$ cat src/rtl/opendap_pkg.sv
// Shared OpenDAP definitions: AP-controller state encoding and the field widths
// used on the DP-to-AP path.
package opendap_pkg;

    localparam int W_APC_STATE = 2;
    localparam int W_APSEL     = 8;
    localparam int W_APADDR    = 6;
    localparam int W_APDATA    = 32;
    localparam int W_TOCNT     = 8;

    typedef enum logic [W_APC_STATE-1:0] {
        APC_IDLE = 2'd0,
        APC_REQ  = 2'd1,
        APC_DONE = 2'd2
    } apc_state_e;

endpackage

$ cat src/rtl/opendap_onehot_mux.sv
// One-hot N-way data selector; an all-zero select yields zero, so an idle or
// unmapped select can never leak data from an AP.
module opendap_onehot_mux #(
    parameter int N = 4,
    parameter int W = 32
) (
    input  logic [N-1:0]   i_sel,
    input  logic [N*W-1:0] i_data,
    output logic [W-1:0]   o_data
);

    always_comb begin
        o_data = '0;
        for (int i = 0; i < N; i++) begin
            if (i_sel[i]) begin
                o_data = o_data | i_data[i*W +: W];
            end
        end
    end

endmodule

$ cat src/rtl/opendap_ap_bus_ctrl.sv
// AP bus sequencer: latches one DP-issued AP access, runs the req/ack handshake
// with the selected AP and reports read data and error status back to the DP.
module opendap_ap_bus_ctrl
    import opendap_pkg::*;
#(
    parameter int N_AP    = 4,
    parameter int TIMEOUT = 255
) (
    input  logic                   swclk,
    input  logic                   rst_n,
    input  logic [W_APSEL-1:0]     dp_ap_sel,
    input  logic [W_APADDR-1:0]    dp_ap_addr,
    input  logic [W_APDATA-1:0]    dp_ap_wdata,
    input  logic                   dp_ap_wen,
    input  logic                   dp_ap_ren,
    input  logic                   dp_ap_abort,
    output logic [W_APDATA-1:0]    dp_ap_rdata,
    output logic                   dp_ap_rdy,
    output logic                   dp_ap_err,
    output logic [N_AP-1:0]        ap_req,
    output logic                   ap_wen,
    output logic [W_APADDR-1:0]    ap_addr,
    output logic [W_APDATA-1:0]    ap_wdata,
    input  logic [N_AP-1:0]        ap_ack,
    input  logic [W_APDATA*N_AP-1:0] ap_rdata,
    input  logic [N_AP-1:0]        ap_err
);

    localparam logic [W_TOCNT-1:0] TO_VAL = W_TOCNT'(TIMEOUT);
    localparam bit                 TO_EN  = (TIMEOUT != 0);

    apc_state_e            r_state, w_state_nxt;
    logic [N_AP-1:0]       r_sel_oh, w_sel_oh_nxt, w_strobe_oh;
    logic [N_AP-1:0]       r_ap_req, w_ap_req_nxt;
    logic                  r_wen, w_wen_nxt;
    logic [W_APADDR-1:0]   r_addr, w_addr_nxt;
    logic [W_APDATA-1:0]   r_wdata, w_wdata_nxt;
    logic [W_APDATA-1:0]   r_rdata, w_rdata_nxt;
    logic                  r_err, w_err_nxt;
    logic                  r_rdy, w_rdy_nxt;
    logic [W_TOCNT-1:0]    r_cnt, w_cnt_nxt, w_cnt_inc;
    logic [W_APDATA-1:0]   w_mux_data;
    logic                  w_strobe, w_mapped, w_ack, w_ap_err;

    // Decode APSEL straight to one-hot; values past N_AP decode to all-zero.
    always_comb begin
        w_strobe_oh = '0;
        for (int i = 0; i < N_AP; i++) begin
            w_strobe_oh[i] = (dp_ap_sel == W_APSEL'(i));
        end
    end

    assign w_strobe  = dp_ap_wen | dp_ap_ren;
    assign w_mapped  = |w_strobe_oh;
    assign w_ack     = |(ap_ack & r_sel_oh);
    assign w_ap_err  = |(ap_err & r_sel_oh);
    assign w_cnt_inc = r_cnt + W_TOCNT'(1);

    opendap_onehot_mux #(
        .N (N_AP),
        .W (W_APDATA)
    ) u_rdata_mux (
        .i_sel  (r_sel_oh),
        .i_data (ap_rdata),
        .o_data (w_mux_data)
    );

    always_comb begin
        w_state_nxt  = r_state;
        w_sel_oh_nxt = r_sel_oh;
        w_ap_req_nxt = r_ap_req;
        w_wen_nxt    = r_wen;
        w_addr_nxt   = r_addr;
        w_wdata_nxt  = r_wdata;
        w_rdata_nxt  = r_rdata;
        w_err_nxt    = 1'b0;
        w_cnt_nxt    = r_cnt;

        case (r_state)
            APC_IDLE: begin
                if (w_strobe) begin
                    w_sel_oh_nxt = w_strobe_oh;
                    w_wen_nxt    = dp_ap_wen;
                    w_addr_nxt   = dp_ap_addr;
                    w_wdata_nxt  = dp_ap_wdata;
                    w_cnt_nxt    = '0;
                    if (w_mapped) begin
                        w_ap_req_nxt = w_strobe_oh;
                        w_state_nxt  = APC_REQ;
                    end else begin
                        w_err_nxt   = 1'b1;
                        w_state_nxt = APC_DONE;
                        if (!dp_ap_wen) begin
                            w_rdata_nxt = '0;
                        end
                    end
                end
            end
            APC_REQ: begin
                // Ack wins over a coincident abort, which wins over timeout.
                if (w_ack) begin
                    w_ap_req_nxt = '0;
                    w_err_nxt    = w_ap_err;
                    w_state_nxt  = APC_DONE;
                    if (!r_wen) begin
                        w_rdata_nxt = w_mux_data;
                    end
                end else if (dp_ap_abort) begin
                    w_ap_req_nxt = '0;
                    w_state_nxt  = APC_IDLE;
                end else begin
                    w_cnt_nxt = w_cnt_inc;
                    if (TO_EN && (w_cnt_inc == TO_VAL)) begin
                        w_ap_req_nxt = '0;
                        w_err_nxt    = 1'b1;
                        w_state_nxt  = APC_DONE;
                        if (!r_wen) begin
                            w_rdata_nxt = '0;
                        end
                    end
                end
            end
            APC_DONE: begin
                w_state_nxt = APC_IDLE;
            end
            default: begin
                w_ap_req_nxt = '0;
                w_state_nxt  = APC_IDLE;
            end
        endcase
    end

    assign w_rdy_nxt = (w_state_nxt == APC_IDLE);

    always_ff @(posedge swclk or negedge rst_n) begin
        if (!rst_n) begin
            r_state  <= APC_IDLE;
            r_sel_oh <= '0;
            r_ap_req <= '0;
            r_wen    <= 1'b0;
            r_addr   <= '0;
            r_wdata  <= '0;
            r_rdata  <= '0;
            r_err    <= 1'b0;
            r_rdy    <= 1'b1;
            r_cnt    <= '0;
        end else begin
            r_state  <= w_state_nxt;
            r_sel_oh <= w_sel_oh_nxt;
            r_ap_req <= w_ap_req_nxt;
            r_wen    <= w_wen_nxt;
            r_addr   <= w_addr_nxt;
            r_wdata  <= w_wdata_nxt;
            r_rdata  <= w_rdata_nxt;
            r_err    <= w_err_nxt;
            r_rdy    <= w_rdy_nxt;
            r_cnt    <= w_cnt_nxt;
        end
    end

    assign dp_ap_rdata = r_rdata;
    assign dp_ap_rdy   = r_rdy;
    assign dp_ap_err   = r_err;
    assign ap_req      = r_ap_req;
    assign ap_wen      = r_wen;
    assign ap_addr     = r_addr;
    assign ap_wdata    = r_wdata;

endmodule

$ cat config.mk
export PLATFORM = sky130hd
export DESIGN_NAME = opendap_ap_bus_ctrl
export DESIGN_NICKNAME = d
export VERILOG_FILES = /design/src/rtl/opendap_pkg.sv /design/src/rtl/opendap_onehot_mux.sv /design/src/rtl/opendap_ap_bus_ctrl.sv
export SDC_FILE = /design/constraint.sdc
export NUM_CORES = 1
export LEC_CHECK = 0
export BUFFER_PORTS_ARGS = -buffer_cell sky130_fd_sc_hd__buf_2
export CAP_MARGIN = 20
export CELL_PAD_IN_SITES_DETAIL_PLACEMENT = 0
export CELL_PAD_IN_SITES_GLOBAL_PLACEMENT = 1
export CORE_ASPECT_RATIO = 1.25
export CORE_MARGIN = 2
export CORE_UTILIZATION = 31
export CTS_CLUSTER_SIZE = 30
export DETAILED_ROUTE_END_ITERATION = 8
export GPL_TIMING_DRIVEN = 0
export PLACE_DENSITY = 0.86
export SLEW_MARGIN = 0
export SYNTH_ARGS = -nofsm -noshare
export SYNTH_HDL_FRONTEND = slang
export SYNTH_SLANG_ARGS = --single-unit
$ cat constraint.sdc
create_clock -name swclk -period 2.9 [get_ports swclk]
set_input_delay 0.29 -clock swclk [delete_from_list [all_inputs] [get_ports swclk]]
set_output_delay 0.29 -clock swclk [all_outputs]
set_load 0.005 [all_outputs]
==> impl_results.md, run 1 <==
* Status: complete, no violations
* Residual DRC at 0
* Io pins at 264
* Die W at 112 um
* Part of the power in registers at 44.1%
* CTS Buffer Depth at 2
* Count of different cell masters after synthesis at 34
* Synthesis warning total at 0
* Peak Freq at 398 MHz
* First-pass GRT wire length at 24.0 mm
* Die height at 139 um
* Leak Pwr at 3.26 nW
* Post-synth net total at 644
* Power Dens Cells at 512 nW/um2
* Ranking of synthesized cells by area: dfrtp_1, a22oi_1, nand2_1, mux2_4, a21oi_1
* Worst setup SP type: flip-flop
* Fin nets at 920
* Commonest non-fill, non-tap cell in the layout: buf_2
* Final ANT Viol Nets at 0
* Int Power at 2.41 mW
* Routed len/inst at 17.6 um
* CTS clk-pin slew, worst paths at 0.07 ns
* GRT overflow at 0
* Maxcap violations at 0
* Post-synthesis compound-gate area fraction at 18.8%
* Setup CP Type: reg2reg
* Initial antenna violation count at 2
* R2R Path Start: r_cnt[0]
* Yosys top cell area share at 49.8%
* Starting Density at 31.5%
* Detailed Place HPWL at 12.6 mm
* Worst slew pin tran at 0.796 ns
* Sequential-to-total area share from yosys stat at 50.4%
* Final hold vios at 0
* Synthesized instance count at 455
* H-tree lvl count at 3
* Ys async rst share at 100%
* CTS buffer count at 9
* Layout cells sized above 1 at 43.5%
* Area grow syn2layout at 42.0%
* Worst skew pair latency at 0.34 ns
* CP Capture Type: flip-flop
* Logic gate share of total power at 17.5%
* Max Slew Vio Count at 0
* Die Area at 15600 um2
* Core area at 14300 um2
* Number of global-route vias before repair at 4374
* CTS tree: built
* Simple-gate share of the synthesized area at 15.2%
* Final WL at 16.1 mm
* Post-synth EDFFs at 0
* Gpl congestion at 0.863
* Post-Place Cells at 897
* Cell area after layout at 6420 um2
* Via Count at 4536
* Post-synthesis mux area share at 11.2%
* Largest net degree at the start of global routing at 68
* Crit-path max FO at 10
* TNS Setup at 0 ns
* Vias/cell at 4.96
* CP required at 3.13 ns
* #FFs+latches synth at 91
* Post-layout min period at 2.51 ns
* Final Instance Count excl. Fillers at 915
* RSZ-0062 raised after global routing: false
* Clk_skew at 0.00985 ns
* Pre-antenna DRT Iters at 6
* IR drop worst, VDD at 0.297 mV
* Post-Synth XOR/XNOR Area at 0.581%
* Syn Area/Cell at 9.93 um2
* Net Sw Frac at 26.7%
* DR iter-0 viols at 234
* Clk root buf: clkbuf_16
* Post-DP Area at 6090 um2
* R2R setup slack at 0.39 ns
* Row count at 49
* Clock group share of total power at 38.4%
* Port buffer count at 263
* Most used DFF post-synth: dfrtp_1
* Most frequent cells in the layout: buf_2, nand2_1, dfrtp_1
* # setup viols final at 0
* Total GRT Usage at 19.7%
* Synth Area in Adders at 0.554%
* Core Util, Final at 44.7%
* DP Worst Slack at 0.375 ns
* CP Data Arrival Time at 2.74 ns
* Combinational family with the most area after synthesis: compound AO/OA/AOI/OAI gates
* Worst setup margin at 0.386 ns
* Final period util at 86.7%
* Crit path from: r_cnt[0]
* Hold Crit Class: in2reg
* Leading area contributor after synthesis: dfrtp_1
* Synthesized cell area at 4520 um2
* Switch Pwr at 0.877 mW
* Slew margin rel. at 46.6%
* Sink Count at 91
* Min-delay src: dp_ap_addr[4]
## final timing paths
path                       cells past startpoint         endpoint
max                                            6   dp_ap_rdata[3]
min                                            3       ap_addr[4]
max reg2reg                                    6   dp_ap_rdata[3]
min reg2reg                                    2     ap_wdata[30]
max in group asynchronous                      3      ap_wdata[9]
min in group asynchronous                      2  dp_ap_rdata[30]
## sequential cells by signal, indices dropped and copies added (netlist names)
signal       flops
dp_ap_rdy        1
ap_req           4
dp_ap_rdata     32
ap_wdata        32
r_state          2
ap_wen           1
r_cnt            8
r_sel_oh         4
dp_ap_err        1
ap_addr          6
## power groups by stage
stage	Sequential [mW]	Combinational [mW]	Clock, mW
detailed placement	1.47	0.590	0
CTS	1.45	0.590	1.30
finish	1.45	0.576	1.26
floorplan	1.48	0.221	0
global placement	1.47	0.578	0
global route	1.47	0.642	1.35
## worst max-delay path, stage by stage (launching register included)
cell and delay, ns:
dfrtp_1 0.42, ha_1 0.28, xnor2_1 0.17, or4_4 0.50, a311oi_4 0.47, buf_6 0.25, mux2_4 0.32
## cell families after synthesis
kind of cell	Yosys count
AO/OA/AOI/OAI	127
XOR/XNOR	3
adder cells (fa/ha/maj)	2
buffers and inverters	33
flip-flops	91
multiplexers	35
AND/OR/NAND/NOR	164
## synthesized netlist by cell type, types with 2 or more instances
cell type	n
dfrtp_1	90
nor3b_1	3
a21oi_1	36
buf_6	3
ha_1	2
clkbuf_1	27
a22o_1	3
nand2_1	126
o21ai_0	13
nor3_1	3
mux2_4	30
xor2_1	2
nor2_1	8
mux2_2	5
nor4_1	2
a22oi_1	68
nand2b_1	3
o31ai_1	2
nand3_1	13
inv_1	2
## routing by layer
layer	GRT usage, %	routed length, um	up-vias
li1	-	-	2176
met1	23.3	6350	2134
met2	34.5	8030	207
met3	5.73	1360	19
met4	6.16	316	0
met5	0	0	-
## per-stage QoR
step           power [mW]  hold slack [ns]
4_1_cts              3.34            0.124
3_5_place_dp         2.06            0.232
5_1_grt              3.46            0.130
2_1_floorplan        1.71         -0.00559
6_report             3.29            0.136
3_3_place_gp         2.05            0.452
## what timing repair did
action,4_1_cts,5_1_grt
hold buffers,1,0
gates resized for setup,0,0
buffers inserted,0,0
endpoints found under the hold margin,24,0
## cell type report
type / count / area, um2
fill: 1441 / 7930
sequential: 91 / 2280
multi-input combinational: 331 / 2090
timing repair buffer: 265 / 1360
clock buffer: 9 / 225
tap: 178 / 223
buffer: 31 / 139
clock inverter: 6 / 90.1
inverter: 2 / 7.51
antenna: 2 / 5.00
Note: power is estimated with default switching activity, not from simulation.
==> run 2, diff against run 1 <==
PLACE_DENSITY = 0.9   (was 0.86)
==> impl_results.md, run 2 (synthesis results as in run 1) <==
* Status: complete, no violations
* Clk_skew at 0.00826 ns
* Worst slew pin tran at 0.754 ns
* Layout cells sized above 1 at 43.6%
* Starting Density at 31.5%
* Clk root buf: clkbuf_16
* Setup CP Type: reg2reg
* Row count at 49
* Maxcap violations at 0
* Core Util, Final at 44.6%
* Final period util at 88.7%
* Pre-antenna DRT Iters at 4
* Io pins at 264
* Die Area at 15600 um2
* Via Count at 4493
* DP Worst Slack at 0.321 ns
* CP Capture Type: flip-flop
* IR drop worst, VDD at 0.233 mV
* CTS buffer count at 9
* Gpl congestion at 0.855
* CTS Buffer Depth at 2
* Peak Freq at 389 MHz
* CP required at 3.12 ns
* Power Dens Cells at 495 nW/um2
* Worst setup SP type: flip-flop
* Die W at 112 um
* Worst Hold Path Cells at 3
* Initial antenna violation count at 0
* CTS tree: built
* TNS Setup at 0 ns
* Leak Pwr at 3.26 nW
* Max Slew Vio Count at 0
* Final WL at 15.0 mm
* Routed len/inst at 16.4 um
* Die height at 139 um
* Fill cell total of the finished layout at 1461
* Crit-path max FO at 10
* Worst setup margin at 0.326 ns
* Cell area after layout at 6400 um2
* Slew margin rel. at 49.4%
* Port buffer count at 263
* Final ANT Viol Nets at 0
* Commonest non-fill, non-tap cell in the layout: buf_2
* Fin nets at 920
* Sink Count at 91
* Vias/cell at 4.91
* CTS clk-pin slew, worst paths at 0.07 ns
* H-tree lvl count at 3
* First-pass GRT wire length at 23.3 mm
* Detailed Place HPWL at 11.6 mm
* Post-layout min period at 2.57 ns
* # setup viols final at 0
* Number of global-route vias before repair at 4569
* CP Data Arrival Time at 2.79 ns
* Most frequent cells in the layout: buf_2, nand2_1, dfrtp_1
* Residual DRC at 0
* DR iter-0 viols at 190
* Final hold vios at 0
* Worst skew pair latency at 0.34 ns
* Largest net degree at the start of global routing at 51
* Core area at 14300 um2
* RSZ-0062 raised after global routing: false
* Hold Crit Class: in2reg
* Overall Power at 3.17 mW
* Post-DP Area at 6090 um2
* Area grow syn2layout at 41.6%
* GRT overflow at 0
* Total GRT Usage at 18.9%
* R2R cell count at 5
run 2: changes by cell type in the layout (fill, tap and decap cells not counted):
| cell | previous run | this run |
|---|---|---|
| bufinv_16 | 2 | 0 |
| clkbuf_8 | 0 | 2 |
| clkinv_2 | 1 | 0 |
| clkinv_4 | 1 | 2 |
| diode_2 | 2 | 1 |
| inv_8 | 0 | 1 |
run 2: routing by layer:
layer / global-route usage, % / vias up / part of all wire [%] / wire length, um
met5: 0 / - / 0 / 0
met4: 6.48 / 0 / 1.8 / 269
met1: 21.5 / 2103 / 39 / 5810
met2: 33.8 / 192 / 51 / 7650
li1: - / 2181 / - / -
met3: 5.33 / 17 / 8.4 / 1250
run 2: area by class of cell:
type,count,area (um2),share of cell area [%]
plain buffers,31,139,2.17
flip-flops and latches,91,2280,35.6
diodes,1,2.50,0.0391
multi-input cells,331,2090,32.7
well taps,178,223,3.48
clock buffers,11,253,3.95
inverters,2,7.51,0.117
repair buffers,265,1360,21.2
clock inverters,5,45.0,0.704
run 2: power by group:
group          leakage [nW]  internal [mW]  total (mW)  switching (mW)
logic                  1.92          0.269       0.565           0.296
clock network         0.144          0.640        1.15           0.508
registers              1.19           1.39        1.45          0.0638
run 2: worst max-delay path, cell delays in order, from the launching register on:
cell      delay, ns
dfrtp_1        0.48
nor3_1         0.67
a21oi_1        0.22
a311oi_4       0.52
buf_6          0.25
mux2_4         0.31
run 2: worst paths after layout:
path | endpoint | slack, ns | startpoint
min reg2reg | ap_wdata[27] | 0.47 | ap_wdata[27]
max reg2reg | dp_ap_rdata[31] | 0.33 | r_state[0]
max in group asynchronous | ap_req[1] | 1.77 | rst_n
min | ap_wdata[14] | 0.14 | dp_ap_wdata[14]
max | dp_ap_rdata[31] | 0.33 | r_state[0]
min in group asynchronous | dp_ap_rdata[27] | 0.48 | rst_n
run 2: metrics by stage:
| step | cells | hold slack, ns |
|---|---|---|
| global route | 914 | 0.132 |
| floorplan | 455 | -0.00559 |
| global placement | 896 | 0.452 |
| detailed placement | 897 | 0.322 |
| CTS | 914 | 0.125 |
| finish | 915 | 0.137 |
run 2: what timing repair did:
item,in CTS,in global routing
setup buffers,0,0
hold endpoints to repair,40,0
hold buffers,1,0
resized for setup,0,0
==> run 3, diff against run 2 <==
CORE_MARGIN = 3   (was 2)
SLEW_MARGIN = unset   (was 0)
==> impl_results.md, run 3 (synthesis results as in run 1) <==
* Status: complete, no violations
* # Post-CTS Setup Buffers at 0
* Via Count at 4455
* Worst setup SP type: flip-flop
* Worst Hold Path Cells at 3
* Die W at 114 um
* Worst skew pair latency at 0.33 ns
* Most frequent cells in the layout: buf_2, nand2_1, dfrtp_1
* Largest net degree at the start of global routing at 67
* R2R cell count at 5
* Detailed Place HPWL at 12.0 mm
* Total GRT Usage at 18.7%
* Cell family with most CP delay: compound AO/OA/AOI/OAI gates
* Setup CP Type: reg2reg
* Final WL at 15.3 mm
* Worst slew pin tran at 0.789 ns
* TNS Setup at 0 ns
* H-tree lvl count at 3
* Bufs and invs on worst path at 1
* Int Power at 2.46 mW
* Crit-path max FO at 10
* Final hold vios at 0
* Hold Path Sink: ap_wdata[17]
* Layout cells sized above 1 at 43.6%
* Hold Crit Class: in2reg
* Final ANT Viol Nets at 0
* Clk_skew at 0.00636 ns
* Power Dens Cells at 517 nW/um2
* Gpl congestion at 0.846
* Fill cell total of the finished layout at 1413
* Crit-path slowest cell: nor3_1
* Clock group share of total power at 39.2%
* Critical-path cell list: nor3_1 > a21oi_1 > a311oi_4 > buf_6 > mux2_4
* # setup viols final at 0
* Antenna diodes at 0
* Die height at 141 um
* Io pins at 264
* First-pass GRT wire length at 23.8 mm
* Core area at 14100 um2
* Part of the power in registers at 43.7%
* Switch Pwr at 0.859 mW
* Number of global-route vias before repair at 4567
* Maxcap violations at 0
* Initial antenna violation count at 1
* Port buffer count at 263
* Starting Density at 32.2%
* CP Capture Type: flip-flop
* Reg-to-reg endpoint: dp_ap_rdata[29]
* DR iter-0 viols at 226
* Fin nets at 920
* GRT overflow at 0
* Net Sw Frac at 25.8%
* CTS buffer count at 9
* CTS clk-pin slew, worst paths at 0.07 ns
* Area grow syn2layout at 42.3%
* Pre-antenna DRT Iters at 4
* Leak Pwr at 3.27 nW
* Vias/cell at 4.89
* DP Worst Slack at 0.225 ns
* Peak Freq at 379 MHz
* CP required at 3.11 ns
* IR drop worst, VDD at 0.357 mV
* Crit path from: r_state[0]
* R2R Path Start: r_state[0]
* Final period util at 90.9%
* RSZ-0062 raised after global routing: false
* Die Area at 16100 um2
* Levels on crit path at 5
* Post-layout min period at 2.64 ns
* Post-CTS Hold Buffers at 1
* R2R setup slack at 0.26 ns
* Residual DRC at 0
* Max incr delay on CP at 0.69 ns
* Row count at 48
* Clk root buf: clkbuf_16
* Worst setup margin at 0.264 ns
* Min-delay src: dp_ap_wdata[17]
* CTS tree: built
* Commonest non-fill, non-tap cell in the layout: buf_2
* Routed len/inst at 16.7 um
* Post-cts gate resize count at 0
* Slew margin rel. at 47.0%
* Logic gate share of total power at 17.1%
* Sink Count at 91
* CTS Buffer Depth at 2
* Max Slew Vio Count at 0
* CP Data Arrival Time at 2.85 ns
-- run 3: changes by cell type in the layout (fill, tap and decap cells not counted) --
cell,previous run,this run
clkinv_4,2,0
inv_8,1,0
diode_2,1,0
clkinvlp_4,1,2
bufinv_16,0,2
-- run 3: power groups by stage --
stage / clock network (mW) / logic, mW / registers, mW
floorplan: 0 / 0.221 / 1.48
detailed placement: 0 / 0.584 / 1.47
global placement: 0 / 0.571 / 1.47
finish: 1.30 / 0.568 / 1.45
global route: 1.40 / 0.642 / 1.47
CTS: 1.35 / 0.583 / 1.45
-- run 3: final cells by class --
class	count	area, um2	area share, %
Buffer	31	139	2.16
Tap cell	175	219	3.40
Multi-Input combinational cell	331	2090	32.6
Sequential cell	91	2280	35.4
Timing Repair Buffer	265	1360	21.1
Clock inverter	5	83.8	1.30
Inverter	2	7.51	0.117
Clock buffer	11	253	3.93
-- run 3: worst max-delay path by stage --
stage	endpoint	slack (ns)
after CTS	dp_ap_rdata[18]	0.22
after global routing	dp_ap_rdata[18]	0.04
final	dp_ap_rdata[29]	0.26
after floorplan	dp_ap_rdata[10]	0.54
after global placement	dp_ap_rdata[18]	0.27
after detailed placement	dp_ap_rdata[18]	0.23
-- run 3: metal layers --
metal / track usage [%] / share of wire [%] / vias to the layer above
met1: 21.4 / 39 / 2068
met3: 4.51 / 8.5 / 17
met5: 0 / 0.085 / -
met4: 5.25 / 1.5 / 2
li1: - / - / 2170
met2: 34.1 / 51 / 198
-- run 3: through the flow --
stage	power [mW]	hold WS, ns	cell area, um2	utilization [%]	instances
after floorplan	1.71	-0.00559	4520	-	455
after global placement	2.04	0.453	6050	43.1	893
after detailed placement	2.05	0.230	6080	43.3	894
after CTS	3.38	0.125	6430	45.8	911
after global routing	3.51	0.133	6430	45.8	911
final	3.32	0.140	6430	45.8	911
-- run 3: tightest hold or removal path, delay by kind of cell --
family / cells / cell delay [ns]
AND/OR/NAND/NOR: 2 / 0.08
buffers and inverters: 1 / 0.08
